<file path="config.mk">
export PLATFORM = sky130hd
export DESIGN_NAME = bldc_commutation_sequencer
export DESIGN_NICKNAME = d
export VERILOG_FILES = /design/src/rtl/bldc_commutation_sequencer.sv
export SDC_FILE = /design/constraint.sdc
export NUM_CORES = 1
export LEC_CHECK = 0
export ABC_CLOCK_PERIOD_IN_PS = 4100
export BUFFER_PORTS_ARGS = -buffer_cell sky130_fd_sc_hd__buf_2
export CAP_MARGIN = 10
export CORE_UTILIZATION = 54
export DETAILED_ROUTE_END_ITERATION = 10
export PLACE_DENSITY = 0.72
export SETUP_SLACK_MARGIN = 0.02
export SLEW_MARGIN = 20
export SYNTH_ARGS = -nofsm -noshare
export SYNTH_HDL_FRONTEND = slang
export SYNTH_SLANG_ARGS = --single-unit
export TNS_END_PERCENT = 20
</file>
<file path="constraint.sdc">
create_clock -name CLK -period 4.1 [get_ports CLK]
set_input_delay 0.82 -clock CLK [delete_from_list [all_inputs] [get_ports CLK]]
set_output_delay 0.82 -clock CLK [all_outputs]
set_load 0.05 [all_outputs]
</file>
<file path="src/rtl/bldc_commutation_sequencer.sv">
// BLDC commutation sequencer: hall sync/filter, sector decode,
// dead-time insertion, fault blanking and stall detection.
module bldc_commutation_sequencer #(
  parameter int DEADTIME_CYCLES = 16,
  parameter int HALL_FILTER     = 4,
  parameter int STALL_TIMEOUT   = 1_600_000
) (
  input  logic       CLK,
  input  logic       reset_n,
  input  logic       enable,
  input  logic       dir,
  input  logic [2:0] hall,
  input  logic       fault_n,
  input  logic       clear_fault,
  input  logic       pwm_in,
  output logic       INHA,
  output logic       INHB,
  output logic       INHC,
  output logic       INLA,
  output logic       INLB,
  output logic       INLC,
  output logic [2:0] sector,
  output logic       commutated,
  output logic       hall_error,
  output logic       fault,
  output logic       stall
);

  localparam int FW = $clog2(HALL_FILTER + 1);
  localparam int DW = $clog2(DEADTIME_CYCLES + 1);
  localparam int SW = 21;
  localparam logic [FW-1:0] FILT_N = FW'(HALL_FILTER);
  localparam logic [DW-1:0] DT_N   = DW'(DEADTIME_CYCLES);
  localparam logic [SW-1:0] ST_N   = SW'(STALL_TIMEOUT);

  typedef enum logic [1:0] {
    IDLE,
    DEADTIME,
    DRIVE,
    FAULT
  } state_t;

  state_t        state, state_d;
  logic [2:0]    h_s1, h_s2, h_prev, h_acc, dec;
  logic          h_have, f_s1, f_s2, accept;
  logic [FW-1:0] f_cnt;
  logic [DW-1:0] dt_cnt, dt_d;
  logic [5:0]    tgt, last_tgt;
  logic [2:0]    gh, gl;
  logic [SW-1:0] scnt, scnt_d;
  logic          chg, ok_drive, active_d;

  always_ff @(posedge CLK) begin
    if (!reset_n) begin
      h_s1 <= '0;
      h_s2 <= '0;
      f_s1 <= 1'b1;
      f_s2 <= 1'b1;
    end else begin
      h_s1 <= hall;
      h_s2 <= h_s1;
      f_s1 <= fault_n;
      f_s2 <= f_s1;
    end
  end

  // f_cnt = length of the current run of identical samples
  always_ff @(posedge CLK) begin
    if (!reset_n) begin
      h_prev <= '0;
      f_cnt  <= '0;
    end else begin
      h_prev <= h_s2;
      if (h_s2 != h_prev)
        f_cnt <= FW'(1);
      else if (f_cnt != FILT_N)
        f_cnt <= f_cnt + FW'(1);
    end
  end

  assign accept = (f_cnt == FILT_N) &&
                  (!h_have || (h_prev != h_acc));

  always_comb begin
    dec = 3'd7;
    case (h_prev)
      3'b101:  dec = 3'd0;
      3'b100:  dec = 3'd1;
      3'b110:  dec = 3'd2;
      3'b010:  dec = 3'd3;
      3'b011:  dec = 3'd4;
      3'b001:  dec = 3'd5;
      default: dec = 3'd7;
    endcase
  end

  always_ff @(posedge CLK) begin
    if (!reset_n) begin
      h_acc      <= '0;
      h_have     <= 1'b0;
      sector     <= 3'd7;
      commutated <= 1'b0;
      hall_error <= 1'b0;
    end else begin
      commutated <= 1'b0;
      if (accept) begin
        h_acc      <= h_prev;
        h_have     <= 1'b1;
        sector     <= dec;
        hall_error <= (dec == 3'd7);
        commutated <= (dec != 3'd7);
      end
    end
  end

  // tgt = {HA,HB,HC,LA,LB,LC}
  always_comb begin
    tgt = '0;
    case (sector)
      3'd0:    tgt = dir ? 6'b001_010 : 6'b010_001;
      3'd1:    tgt = dir ? 6'b100_010 : 6'b010_100;
      3'd2:    tgt = dir ? 6'b100_001 : 6'b001_100;
      3'd3:    tgt = dir ? 6'b010_001 : 6'b001_010;
      3'd4:    tgt = dir ? 6'b010_100 : 6'b100_010;
      3'd5:    tgt = dir ? 6'b001_100 : 6'b100_001;
      default: tgt = '0;
    endcase
  end

  assign chg      = (tgt != last_tgt);
  assign ok_drive = enable && (sector != 3'd7);

  always_comb begin
    state_d = state;
    dt_d    = dt_cnt;
    if (!f_s2) begin
      state_d = FAULT;
    end else begin
      unique case (state)
        IDLE: begin
          if (ok_drive) begin
            state_d = DEADTIME;
            dt_d    = DT_N;
          end
        end
        DEADTIME: begin
          if (!ok_drive)
            state_d = IDLE;
          else if (chg)
            dt_d = DT_N;
          else if (dt_cnt == DW'(1))
            state_d = DRIVE;
          else
            dt_d = dt_cnt - DW'(1);
        end
        DRIVE: begin
          if (!ok_drive) begin
            state_d = IDLE;
          end else if (chg) begin
            state_d = DEADTIME;
            dt_d    = DT_N;
          end
        end
        FAULT: begin
          if (clear_fault)
            state_d = IDLE;
        end
      endcase
    end
  end

  assign active_d = (state_d == DEADTIME) || (state_d == DRIVE);

  always_comb begin
    scnt_d = '0;
    if (!commutated && active_d)
      scnt_d = (scnt == ST_N) ? scnt : scnt + SW'(1);
  end

  always_ff @(posedge CLK) begin
    if (!reset_n) begin
      state    <= IDLE;
      dt_cnt   <= '0;
      last_tgt <= '0;
      gh       <= '0;
      gl       <= '0;
      fault    <= 1'b0;
      scnt     <= '0;
      stall    <= 1'b0;
    end else begin
      state    <= state_d;
      dt_cnt   <= dt_d;
      last_tgt <= tgt;
      gh       <= (state_d == DRIVE) ? tgt[5:3] : 3'b000;
      gl       <= (state_d == DRIVE) ? tgt[2:0] : 3'b000;
      fault    <= (state_d == FAULT);
      scnt     <= scnt_d;
      if (commutated || !enable)
        stall <= 1'b0;
      else if (scnt_d == ST_N)
        stall <= 1'b1;
    end
  end

  assign INHA = gh[2] & pwm_in;
  assign INHB = gh[1] & pwm_in;
  assign INHC = gh[0] & pwm_in;
  assign INLA = gl[2];
  assign INLB = gl[1];
  assign INLC = gl[0];

endmodule
</file>
Yosys cells after proc, flatten, opt, wreduce, memory -nomap -nowiden
Index checks and enable logic that the tools add are counted.

Input bits: 10. Word-level logic and storage cells: 106. Output and inout bits: 13. Register bits: 65.

Bitwise logic cells: 4. Reduce and logical (&&, ||, !) cells: 18. Multiplexer cells: 28. $add $sub $neg: 3. Equality and inequality tests: 33.

Operators with widths (number): $eq A21 B21 Y1 const B (2); $mux W21 (2); $mux W5 (8); $pmux W6 S6 (1); $mux W6 (4); $add A21 B1 Y21 const B (1); $eq A3 B3 Y1 const B (7); $pmux W3 S6 (1); $mux W2 (8); $pmux W5 S3 (1); $eq A3 B2 Y1 const B (4); $ne A3 B3 Y1 const B (4); $eq A2 B2 Y1 const B (4); $ne A2 B2 Y1 const B (4); $pmux W2 S4 (1); $reduce_and A7 Y1 (1); $eq A3 B1 Y1 const B (2); $ne A3 B3 Y1 (2); $ne A6 B6 Y1 (1); $eq A5 B1 Y1 const B (1); $sub A5 B1 Y5 const B (1); $eq A2 B1 Y1 const B (2); $reduce_and A2 Y1 (2); $reduce_or A2 Y1 (2); 11 further kinds (20).

Longest topological paths before layout
Depth in word-level cells: 12. Gate-level depth with buffers: 17. Gate-level depth less buffers: 15.

Worst setup path before layout
Ideal clock, no wire load.

Path type: input to register. From: input dir. To: register stall. Setup time: 0.069 ns. Buffers on the path: 1. Cell stages on the path: 14. Data required time: 4.031 ns. Arrival: 3.471 ns. Path slack: 0.560 ns. Cells stage by stage: buf_2 and3b_1 o21bai_1 a21oi_1 o32ai_2 o31ai_2 o21bai_2 inv_1 ha_1 a2111oi_0 o2111ai_1 a2111oi_2 nand4_1 o21ai_1.

Cells in the longest elaborated chain, start to end: 12. Elaborated cells on any way between the ends: 20. Those cells by class: eq/ne: 4; mux: 14; reduce/logical: 2.

Ends and longest elaborated chain: start: declaration (line 11) `input logic dir,`; $mux W6, or another cell as far along (line 125) `3'd5: tgt = dir ? 6'b001_100 : 6'b100_001;`; $pmux W6 S6 (*) (line 119) `case (sector)`; $ne A6 B6 Y1 (*) (line 130) `assign chg = (tgt != last_tgt);`; $mux W2, on equally long branches (line 159, 149); $mux W2, on equally long branches (line 157, 147); $pmux W2 S4 (*) (line 139) `unique case (state)`; $mux W2 (*) (line 136) `if (!f_s2) begin`; net state_d[0] (line 43) `state_t state, state_d;`; $eq A2 B1 Y1 / $eq A2 B2 Y1 (equally long branches) (line 172) `assign active_d = (state_d == DEADTIME) || (state_d == DRIVE);`; $logic_or A1 B1 Y1 (*) (line 172); $logic_and A1 B1 Y1 (*) (line 176) `if (!commutated && active_d)`; $mux W21 (*) (line 176); $eq A21 B21 Y1 (*) (line 200) `else if (scnt_d == ST_N)`; end signal: assignment (line 189) `stall <= 1'b0;`; end signal: assignment (line 199) `stall <= 1'b0;`; end signal: assignment (line 201) `stall <= 1'b1;`; end: declaration (line 26) `output logic stall`.

Mark *: on every way through the listed nets, which the timed path passes. The rest lies on a longest branch. A chain may end at the register's enable or synchronous reset.

Final worst setup path
Ends and elaborated chain as after synthesis.

==> flow_results.xml <==
<?xml version="1.0" encoding="UTF-8"?>
<metrics>
  <group name="synth">
    <metric name="synth_largest_area_cell" unit="">sky130_fd_sc_hd__dfxtp_1</metric>
    <metric name="synthesis.area_per_instance" unit="um2">8.45</metric>
    <metric name="synth_common_cells" unit="">sky130_fd_sc_hd__dfxtp_1 (65), sky130_fd_sc_hd__nor2_1 (46), sky130_fd_sc_hd__nand2_1 (36)</metric>
    <metric name="postSynthNetCount" unit="">441</metric>
    <metric name="synth-edff-count" unit="">0</metric>
    <metric name="syn_inst" unit="">423</metric>
    <metric name="ys_async_sr_fraction" unit="%">0</metric>
    <metric name="flop_and_latch_count_out_of_synthesis" unit="">65</metric>
    <metric name="synth.cell_area" unit="um2">3570</metric>
    <metric name="warnings_synthesis" unit="">0</metric>
    <metric name="synth_top_cell_area_share" unit="%">36.4</metric>
    <metric name="netlist-cell-type-count" unit="">75</metric>
    <metric name="synth_area_leaders" unit="">sky130_fd_sc_hd__dfxtp_1 (36%), sky130_fd_sc_hd__nor2_1 (4.8%), sky130_fd_sc_hd__xor2_1 (3.9%), sky130_fd_sc_hd__nand2_1 (3.8%), sky130_fd_sc_hd__and2_1 (3.2%)</metric>
    <metric name="synthMostInstantiatedCell" unit="">sky130_fd_sc_hd__dfxtp_1</metric>
    <metric name="ys_seq_area_share" unit="%">36.4</metric>
    <metric name="synth_ff_type" unit="">sky130_fd_sc_hd__dfxtp_1</metric>
  </group>
  <group name="layout">
    <metric name="fin_util" unit="%">61.3</metric>
    <metric name="num-nets-final" unit="">457</metric>
    <metric name="area_growth" unit="%">9.52</metric>
    <metric name="num-fill-cells" unit="">573</metric>
    <metric name="drive_above_1_share" unit="%">14.0</metric>
    <metric name="antenna_diode_count" unit="">0</metric>
  </group>
  <group name="timing">
    <metric name="hold_viol_final" unit="">0</metric>
    <metric name="timing.setup.tns" unit="ns">0</metric>
    <metric name="timing.final.setup_violations" unit="">0</metric>
    <metric name="period_share" unit="%">90.2</metric>
    <metric name="maxSlewHeadroom" unit="%">54.0</metric>
    <metric name="grt_setup_unrepaired" unit="">no</metric>
    <metric name="timing.clock.skew" unit="ns">0.00825</metric>
    <metric name="timing_max_transition_violations_final" unit="">0</metric>
    <metric name="fmaxAchievable" unit="MHz">271</metric>
    <metric name="worst_slew_pin_slew" unit="ns">0.680</metric>
    <metric name="min_period" unit="ns">3.70</metric>
    <metric name="hold_slack" unit="ns">0.411</metric>
  </group>
  <group name="setup_path">
    <metric name="critical_path.max_fanout" unit="">17</metric>
    <metric name="crit-reg2reg-launch" unit="">sector[2]</metric>
    <metric name="reg2reg_slack" unit="ns">0.53</metric>
    <metric name="timing.critical_path.slowest_stage_cell" unit="">sky130_fd_sc_hd__o32ai_2</metric>
    <metric name="critPathRequiredTime" unit="ns">4.36</metric>
    <metric name="rr_worst_depth" unit="">13</metric>
    <metric name="timing.critical_path.arrival" unit="ns">3.96</metric>
    <metric name="worst_setup_path_start_kind" unit="">primary input</metric>
    <metric name="critical_path_class" unit="">in2reg</metric>
    <metric name="cpPeakStageDelay" unit="ns">0.44</metric>
    <metric name="regToRegEndpoint" unit="">stall</metric>
    <metric name="worstPathCellList" unit="">buf_2, and4b_1, o311ai_1, o41ai_1, o32ai_2, o31ai_2, o21bai_2, inv_1, ha_1, a2111oi_0, o2111ai_1, a2111oi_2, nand4_1, o21ai_1</metric>
    <metric name="worstSetupEndpointType" unit="">flip-flop</metric>
  </group>
  <group name="clocking">
    <metric name="clock_buffer_count_from_cts" unit="">9</metric>
    <metric name="tritoncts" unit="">yes</metric>
    <metric name="cts_root_buf" unit="">sky130_fd_sc_hd__clkbuf_8</metric>
    <metric name="insertion_delay" unit="ns">0.34</metric>
    <metric name="cts-root-to-sink-buffers" unit="">2</metric>
    <metric name="post-cts-setup-buffers" unit="">0</metric>
    <metric name="htree_levels" unit="">3</metric>
    <metric name="path_clk_slew" unit="ns">0.07</metric>
    <metric name="clock-sinks" unit="">65</metric>
  </group>
  <group name="pwr">
    <metric name="power.ir.vdd_worst" unit="V">0.000278</metric>
    <metric name="p_int" unit="W">0.000986</metric>
    <metric name="cellPowerDensity" unit="nW/um2">330</metric>
    <metric name="switchingPower" unit="W">0.000307</metric>
    <metric name="seq_power_share" unit="%">50.3</metric>
    <metric name="power_leakage" unit="nW">1.49</metric>
    <metric name="share_comb_of_total_power" unit="%">5.4</metric>
    <metric name="power.share.clock" unit="%">44.3</metric>
    <metric name="power.share.switching" unit="%">23.8</metric>
  </group>
  <group name="worst_hold_path">
    <metric name="hold_end" unit="">f_s2</metric>
    <metric name="holdCritStartpoint" unit="">f_s1</metric>
    <metric name="min-delay-path-class" unit="">reg2reg</metric>
    <metric name="hold_path_cells" unit="">1</metric>
  </group>
  <group name="floorplan">
    <metric name="die-area" unit="um2">6950</metric>
    <metric name="site_row_count" unit="">29</metric>
    <metric name="io-pin-count" unit="">23</metric>
    <metric name="dieWidth" unit="um">83.4</metric>
    <metric name="floorplan.die.height" unit="um">83.4</metric>
    <metric name="initial_core_utilization" unit="%">56.0</metric>
    <metric name="placeableCoreArea" unit="um2">6390</metric>
  </group>
  <group name="drt">
    <metric name="detailedRoute.firstIterationViolations" unit="">143</metric>
    <metric name="routed_wire_length_per_instance" unit="um">14.0</metric>
    <metric name="detail_route.wirelength" unit="mm">7.29</metric>
    <metric name="routed-via-count" unit="">2992</metric>
    <metric name="drt.antenna.violating_nets" unit="">0</metric>
    <metric name="detail_route.drc_violations" unit="">0</metric>
    <metric name="first_pass_iters" unit="">4</metric>
    <metric name="dr_vias_cell" unit="">5.74</metric>
  </group>
  <group name="flow_run">
    <metric name="drv_cap" unit="">0</metric>
  </group>
  <group name="placement">
    <metric name="final_weighted_congestion_in_routability_driven_placement" unit="">0.870</metric>
    <metric name="place_hpwl" unit="mm">5.09</metric>
    <metric name="port_buffers" unit="">22</metric>
  </group>
  <group name="global_route">
    <metric name="overall_track_demand_over_capacity_in_global_routing" unit="%">22.0</metric>
    <metric name="antenna_violations_before_repair" unit="">0</metric>
    <metric name="grt_pass1_vias" unit="">2722</metric>
    <metric name="first_pass_grt_wire_length" unit="mm">12.5</metric>
    <metric name="pin_count_of_the_biggest_net_entering_global_routing" unit="">43</metric>
    <metric name="overflow" unit="">0</metric>
  </group>
  <group name="run_status">
    <metric name="outcome" unit="">completed</metric>
  </group>
</metrics>
## final cells by class
type	instances	area [um2]	area share (%)
multi-input combinational	320	2100	53.6
sequential	65	1300	33.3
clock buffer	11	151	3.87
timing repair buffer	27	148	3.77
tap	77	96.3	2.46
clock inverter	5	60.1	1.53
inverter	16	60.1	1.53
## how the worst max path moves through the flow
stage	start	endpoint	slack, ns
floorplan	dir	stall	0.56
global placement	dir	stall	0.18
detailed placement	dir	stall	0.04
CTS	sector[1]	stall	0.28
global route	dir	stall	0.12
finish	dir	stall	0.40
## metal layers
| metal | share of wire, % | up-vias | GRT usage [%] |
|---|---|---|---|
| met5 | 0 | - | 0 |
| met4 | 1.0 | 0 | 7.99 |
| met2 | 47 | 53 | 34.7 |
| met1 | 49 | 1395 | 29.7 |
| met3 | 3.1 | 7 | 4.57 |
| li1 | - | 1537 | - |
## critical path: cells and delay by family
kind                       cells  cell delay (ns)
AOI/OAI and AO/OA              9             2.13
buffers and inverters          2             0.30
and+or+nand+nor                2             0.36
adders and majority gates      1             0.36
## power groups by stage
stage          Sequential (W)  Combinational, W  Clock [W]
2_1_floorplan        0.000663         0.0000534          0
3_3_place_gp         0.000665         0.0000686          0
3_5_place_dp         0.000665         0.0000702          0
4_1_cts              0.000650         0.0000704   0.000595
5_1_grt              0.000652         0.0000784   0.000623
6_report             0.000650         0.0000700   0.000573
## logic make-up after synthesis
group                      after synthesis  share of synthesized area [%]
and+or+nand+nor                        193                           30.4
muxes                                    3                          0.840
buffers and inverters                   38                           4.93
xor gates and xnor gates                26                           6.37
adders and majority gates                8                           2.80
AOI/OAI and AO/OA                       90                           18.2
DFF                                     65                           36.4
## what timing repair did
action | in CTS | in global routing
endpoints found under the setup margin | 0 | 1
gates resized for setup | 0 | 1
hold buffers | 0 | 0
## placed cells by master, fill, tap and decap left out, types with 6 or more instances in the layout
cell,Yosys,routed
sky130_fd_sc_hd__dfxtp_1,65,64
sky130_fd_sc_hd__nor2_1,46,46
sky130_fd_sc_hd__nand2_1,36,36
sky130_fd_sc_hd__buf_2,6,22
sky130_fd_sc_hd__a21oi_1,19,19
sky130_fd_sc_hd__and2_1,18,18
sky130_fd_sc_hd__nand3_1,17,17
sky130_fd_sc_hd__xor2_1,16,16
sky130_fd_sc_hd__inv_1,15,15
sky130_fd_sc_hd__nor2b_1,15,15
sky130_fd_sc_hd__o21ai_0,13,13
sky130_fd_sc_hd__clkbuf_8,0,11
sky130_fd_sc_hd__nor3_1,10,10
sky130_fd_sc_hd__xnor2_1,10,10
sky130_fd_sc_hd__ha_1,8,8
sky130_fd_sc_hd__nand4_1,6,6
## sequential cells by signal (all words and copies together) (netlist names)
signal / flops
commutated: 1
dt_cnt: 5
f_cnt: 3
f_s1: 1
f_s2: 1
fault: 1
gh: 3
gl: 3
h_acc: 3
h_have: 1
h_prev: 3
h_s1: 3
h_s2: 3
hall_error: 1
last_tgt: 6
scnt: 21
sector: 3
stall: 1
state: 2
## through the flow
step | std cells | area [um2] | power, W | setup WS [ns]
after floorplan | 423 | 3570 | 0.000716 | 0.560
after global placement | 505 | 3700 | 0.000733 | 0.177
after detailed placement | 505 | 3700 | 0.000735 | 0.0427
after CTS | 521 | 3910 | 0.00132 | 0.278
after global routing | 521 | 3920 | 0.00135 | 0.121
final | 521 | 3920 | 0.00129 | 0.403
Power figures use the tool's default switching activity.
